===== src/rtl/mem_b_arbiter.sv =====
// -----------------------------------------------------------------------------
// mem_b_arbiter
//
// Shares data port B of the dual-port memory between two requesters:
//   requester 0 : CPU data path (fixed priority)
//   requester 1 : debug / loader master (may lock the port for bursts)
//
// Grants are single-beat and combinational in the request cycle: a granted
// write is captured by the memory on the edge closing the grant cycle, and a
// granted read returns one cycle later, tagged to its owner via rvalid0/1.
//
// Optional feature (compile-time macro):
//   ARB_STARVE_EN  - starvation guard. Requester 1 is force-granted on its
//                    (MAX_WAIT+1)-th consecutive refused cycle, overriding
//                    requester 0. Undefined: strict CPU priority and no wait
//                    counter is built.
//
// Parameters:
//   AW        address width
//   DW        data width
//   MAX_WAIT  refused cycles tolerated for requester 1 (guard only, >= 1)
//
// Ports:
//   clk                  clock, all state on rising edge
//   rst                  synchronous active-high reset
//   req0/req1            request valid per requester
//   we0/we1              write (1) / read (0) per requester
//   addr0/addr1          address per requester
//   wdata0/wdata1        write data per requester
//   lock1                requester 1 holds the port while asserted with req1
//   gnt0/gnt1            combinational grant, beat completes this cycle
//   rvalid0/rvalid1      read data valid for the given owner
//   rdata                shared read data, qualified by rvalid0/rvalid1
//   addr_b/we_b/write_data_b  memory port B request
//   data_out_b           memory port B read data (valid cycle after address)
// -----------------------------------------------------------------------------
module mem_b_arbiter #(
  parameter int AW       = 8,
  parameter int DW       = 8,
  parameter int MAX_WAIT = 4
) (
  input  logic          clk,
  input  logic          rst,
  input  logic          req0,
  input  logic          req1,
  input  logic          we0,
  input  logic          we1,
  input  logic [AW-1:0] addr0,
  input  logic [AW-1:0] addr1,
  input  logic [DW-1:0] wdata0,
  input  logic [DW-1:0] wdata1,
  input  logic          lock1,
  output logic          gnt0,
  output logic          gnt1,
  output logic          rvalid0,
  output logic          rvalid1,
  output logic [DW-1:0] rdata,
  output logic [AW-1:0] addr_b,
  output logic          we_b,
  output logic [DW-1:0] write_data_b,
  input  logic [DW-1:0] data_out_b
);

  logic       gnt0_s;
  logic       gnt1_s;
  logic       starve_s;
  logic       owner_lock_r;
  logic [1:0] rd_pend_r;   // one-hot read-owner tag: bit0 = req0, bit1 = req1

  // A zero MAX_WAIT would make the guard fire on every cycle req1 is high.
  if (MAX_WAIT < 1) begin : g_bad_max_wait
    $error("mem_b_arbiter: MAX_WAIT must be at least 1");
  end

`ifdef ARB_STARVE_EN
  localparam int WCW = $clog2(MAX_WAIT + 1);

  logic [WCW-1:0] wait_cnt_r;

  // Guard fires once requester 1 has been refused MAX_WAIT cycles in a row.
  assign starve_s = req1 & (wait_cnt_r == WCW'(MAX_WAIT));

  // Consecutive-refusal counter for requester 1, saturating at MAX_WAIT.
  always_ff @(posedge clk) begin
    if (rst) begin
      wait_cnt_r <= {WCW{1'b0}};
    end else if (gnt1_s || !req1) begin
      wait_cnt_r <= {WCW{1'b0}};
    end else if (wait_cnt_r != WCW'(MAX_WAIT)) begin
      wait_cnt_r <= wait_cnt_r + WCW'(1);
    end else begin
      wait_cnt_r <= wait_cnt_r;
    end
  end
`else
  assign starve_s = 1'b0;
`endif

  // Priority arbitration: reset, held lock, starvation guard, CPU, requester 1.
  always_comb begin
    gnt0_s = 1'b0;
    gnt1_s = 1'b0;
    if (rst) begin
      gnt0_s = 1'b0;
      gnt1_s = 1'b0;
    end else if (owner_lock_r && req1) begin
      gnt1_s = 1'b1;
    end else if (starve_s) begin
      gnt1_s = 1'b1;
    end else if (req0) begin
      gnt0_s = 1'b1;
    end else if (req1) begin
      gnt1_s = 1'b1;
    end else begin
      gnt0_s = 1'b0;
      gnt1_s = 1'b0;
    end
  end

  // Port B mux: follow requester 1 only when it holds the grant.
  always_comb begin
    addr_b       = addr0;
    write_data_b = wdata0;
    if (gnt1_s) begin
      addr_b       = addr1;
      write_data_b = wdata1;
    end else begin
      addr_b       = addr0;
      write_data_b = wdata0;
    end
    // Write strobe is qualified by the grant so it never fires unowned.
    we_b = (gnt0_s & we0) | (gnt1_s & we1);
  end

  // Burst lock and read-owner tag.
  always_ff @(posedge clk) begin
    if (rst) begin
      owner_lock_r <= 1'b0;
      rd_pend_r    <= 2'b00;
    end else begin
      rd_pend_r <= {gnt1_s & ~we1, gnt0_s & ~we0};
      if (gnt1_s && lock1) begin
        owner_lock_r <= 1'b1;
      end else if (!req1 || !lock1) begin
        owner_lock_r <= 1'b0;
      end else begin
        owner_lock_r <= owner_lock_r;
      end
    end
  end

  assign gnt0 = gnt0_s;
  assign gnt1 = gnt1_s;

  // Read return. A reset arriving while a read is outstanding suppresses the
  // pending rvalid immediately rather than letting it leak out for a cycle.
  // rdata passes the memory's registered output through only while valid.
  always_comb begin
    rvalid0 = rd_pend_r[0] & ~rst;
    rvalid1 = rd_pend_r[1] & ~rst;
    if ((rd_pend_r[0] | rd_pend_r[1]) && !rst) begin
      rdata = data_out_b;
    end else begin
      rdata = {DW{1'b0}};
    end
  end

endmodule


===== config.mk =====
export PLATFORM = sky130hd
export DESIGN_NAME = mem_b_arbiter
export DESIGN_NICKNAME = d
export VERILOG_FILES = /design/src/rtl/mem_b_arbiter.sv
export SDC_FILE = /design/constraint.sdc
export NUM_CORES = 1
export LEC_CHECK = 0
export CORE_MARGIN = 2
export CORE_UTILIZATION = 20
export CTS_CLUSTER_DIAMETER = 60
export DETAILED_ROUTE_END_ITERATION = 16
export GPL_TIMING_DRIVEN = 0
export PLACE_DENSITY_LB_ADDON = 0.2
export REMOVE_ABC_BUFFERS = 1
export SLEW_MARGIN = 20
export SYNTH_ARGS = -nofsm -noshare
export SYNTH_HDL_FRONTEND = slang
export SYNTH_SLANG_ARGS = --single-unit

===== constraint.sdc =====
create_clock -name clk -period 1.7 [get_ports clk]
set_input_delay 0.255 -clock clk [delete_from_list [all_inputs] [get_ports clk]]
set_output_delay 0.255 -clock clk [all_outputs]
set_load 0.05 [all_outputs]

# Word-level counts from Yosys, hierarchy flattened
# Cells that the tools add are included.
[classes] reduce_logical=8 bitwise=11 muxes=12
[ops] cell="8-bit two-way mux" n=3
[ops] cell="1-bit two-way mux" n=9
[ops] cell="1-bit AND" n=6
[ops] cell="1-bit logical AND" n=3
[ops] cell="1-bit zero test" n=3
[ops] cell="1-bit inverter" n=3
[ops] cell="1-bit bitwise OR" n=2
[ops] cell="2-bit nonzero test" n=1
[ops] cell="1-bit logical OR" n=1
[word_totals] word_cells=33 register_bits=3 in_bits=47

# Logic depth before layout (Yosys ltp)
[depth] ltp_word=6 mapped_depth=5 depth_no_buf=3

# Worst setup path after synthesis
# OpenSTA, ideal clock, no wires.
[synth_timing] path_kind="reg2out" startpoint="register owner_lock_r" endpoint="output we_b" arrival_ns=1.271 slack_ns=0.174 stages_incl_launch_ff=4 t_required_ns=1.445 cell_sequence="dfxtp_1 > nand2b_1 > nand3_1 > a21oi_1"
[synth_between] elab_chain_len=5
[synth_lines] item="start, declared" line_no="67" rtl="logic owner_lock_r;"
[synth_lines] item="start signal, assigned" line_no="147" rtl="owner_lock_r <= owner_lock_r;"
[synth_lines] item="1-bit logical AND *" line_no="106" rtl="end else if (owner_lock_r && req1) begin"
[synth_lines] item="1-bit two-way mux" line_no="106"
[synth_lines] item="1-bit two-way mux" line_no="103" rtl="if (rst) begin"
[synth_lines] item="1-bit AND" line_no="132" rtl="we_b = (gnt0_s & we0) | (gnt1_s & we1);"
[synth_lines] item="1-bit bitwise OR *" line_no="132"
[synth_lines] item="end, declared" line_no="59" rtl="output logic we_b,"
# Every way passes the cells marked *; elsewhere a longest branch is shown, timed or not.

# Final worst setup path
[layout_timing] startpoint="register owner_lock_r" endpoint="output write_data_b[1]"
[layout_between] elab_chain_len=4
[layout_lines] item="1-bit logical AND" line_no="106"
[layout_lines] item="1-bit two-way mux" line_no="106"
[layout_lines] item="1-bit two-way mux" line_no="103"
[layout_lines] item="8-bit two-way mux" line_no="124" rtl="if (gnt1_s) begin"
[layout_lines] item="end, declared" line_no="60" rtl="output logic [DW-1:0] write_data_b,"
# Every way passes these cells.

==> results.toml <==
[power_and_ir_drop]
powerDensity_mw_per_mm2 = 470
leakage_nw = 0.645
ir_drop_mv = 0.312

[sta]
tightest_slew_ns = 0.488
slew_headroom = 0.676
tns_ns = -1.19
finalCritPeriodShare = 1.05
hold_viol = 0
setup_viol = 16
rsz0062_at_grt = "true"
fin_ws_ns = -0.0933
slew_violations = 0
max_freq_mhz = 558
finalClockSkew_ns = 0.00688
fin_crit_ns = 1.79

[worst_setup_path]
slowest_stage = "mux2_4"
start_kind = "register"
cp.required_ns = 1.44
arrival_ns = 1.54
path_max_fanout = 7
crit_type = "reg -> out"
crit_chain = "nand2b_4 -> nand3b_1 -> buf_6 -> mux2_4 -> buf_8"
cpLargestDelayFamily = "buffers and inverters"
cp-end-kind = "output pin"
path_buf_inv = 2
slowest_delay_ns = 0.32

[route]
via_per_inst = 4.36
post_drt_wl_per_cell_um = 12.7
firstDrtPassIters = 4
vias = 671
ant_nets = 0
dr.first_iter.drc_count = 3
drc_errors = 0
drt-total-wl_um = 1960

[finish]
final_layout_size_suffix_gt1_frac = 0.425
nets = 175
synthToLayoutAreaGrowth_pct = 212
final_cell_mix = "43 x clkdlybuf4s50_1, 16 x mux2_4, 10 x buf_8, 9 x buf_6"
final_util = 0.674
antenna_cells = 0
final_common_cell = "clkdlybuf4s50_1"

[placement]
gp_congestion = 0.670
port_buffers = 75
hpwl_um = 1550

[die]
die_area_mm2 = 0.00255
die-height_um = 50.5
pin_count = 76
core_mm2 = 0.00200
start_util = 0.216
die_w_um = 50.5
num_rows = 16

[logic_synthesis]
ys_top_cells_by_area = "mux2_4 24%, mux2_2 23%, dfxtp_1 14%"
yosysTopAreaCellShare = 0.243
yosysTopAreaCell = "mux2_4"
synth_area_um2 = 433
ys_seq_area_frac = 0.139
synth_cell_types = 15
synth_edf_count = 0
synth_flop_cell = "dfxtp_1"
syn_inst = 46
syn_avg_cell_area_um2 = 9.41
synth-seq-cells = 3
ys_warn_count = 0
async_reset_ff_frac = 0

[global_routing]
grt_usage = 0.155
grt_max_degree = 9
grt_pass1_vias = 659
gr-total-overflow = 0
grt_pass1_wl_um = 2880
antenna_found_initial = 0

[cts]
clock_path_buffers = 2
numCtsBuffers = 3
cts-htree-levels = 1
clkSlewWorstSetupHoldPaths_ns = 0.04
cts_tree = "done"
clock_sinks = 3
clk_latency_ns = 0.24
root_buffer = "clkbuf_4"

[outcome]
violations = "negative setup slack"
outcome = "finished with violations"

[worst_hold_path]
hold_path.class = "in -> reg"

[flow_run]
maxCapViolCount = 0
-- final timing paths --
path | slack, ns | endpoint | cells past startpoint | from
hold reg to reg | 0.58 | rd_pend_r[0] | 3 | owner_lock_r
setup / recovery | -0.09 | write_data_b[1] | 5 | owner_lock_r
hold / removal | 0.49 | rd_pend_r[0] | 2 | rst
setup reg to reg | 0.75 | owner_lock_r | 4 | owner_lock_r
-- cells in the mapped netlist, types with 2 or more instances --
library cell	number
nor2_1	5
and2b_2	2
nand2_1	2
mux2_2	9
and2_1	8
inv_1	2
dfxtp_1	3
mux2_4	7
nand3_1	2
-- state kept, by name (all words and copies together), names as in the netlist --
name	flops
rd_pend_r	2
owner_lock_r	1
-- report_power, final --
group / leakage (nW) / internal, W / switching (W)
clock network: 0.0150 / 0.0000884 / 0.0000437
registers: 0.0249 / 0.0000732 / 0.00000101
logic: 0.605 / 0.000223 / 0.000204
-- layer usage --
metal	global-route usage	part of all wire	vias to the layer above
li1	-	-	318
met1	0.133	0.30	293
met2	0.294	0.54	54
met3	0.0744	0.13	6
met4	0.0721	0.029	0
met5	0	0	-
-- kinds of logic after synthesis --
family	share of synthesized area
AND/OR/NAND/NOR	0.283
buffers and inverters	0.0896
flip-flops	0.139
multiplexers	0.477
AO/OA/AOI/OAI	0.0115
-- per-stage QoR --
step	power (W)	instance area, um^2	setup slack, ns	hold WS, ns	instances
floorplan	0.000273	402	-0.106	0.327	44
global placement	0.000452	1190	-1.38	0.535	146
detailed placement	0.000456	1190	-1.39	0.543	146
CTS	0.000638	1350	-0.0908	0.481	153
global route	0.000659	1350	-0.142	0.504	154
finish	0.000634	1350	-0.0933	0.491	154
-- timing repair --
action / 4_1_cts / 5_1_grt
endpoints found under the hold margin: 0 / 0
pin swaps: 1 / 0
setup buffers: 2 / 1
gates resized for setup: 175 / 3
hold buffers: 0 / 0
gates cloned: 1 / 0
setup endpoints to repair: 29 / 24
-- worst register-to-register path, delay by kind of cell (launching register included) --
family | cells | cell delay (ns)
buf+inv | 1 | 0.17
flops | 1 | 0.31
simple gates | 3 | 0.36
-- cell type report --
type,instances,area (um^2)
Timing Repair Buffer,79,842
Tap cell,27,33.8
Sequential cell,3,61.3
Inverter,2,7.51
Multi-Input combinational cell,39,378
Fill cell,170,653
Clock buffer,4,26.3
(Power assumes the default switching activity.)
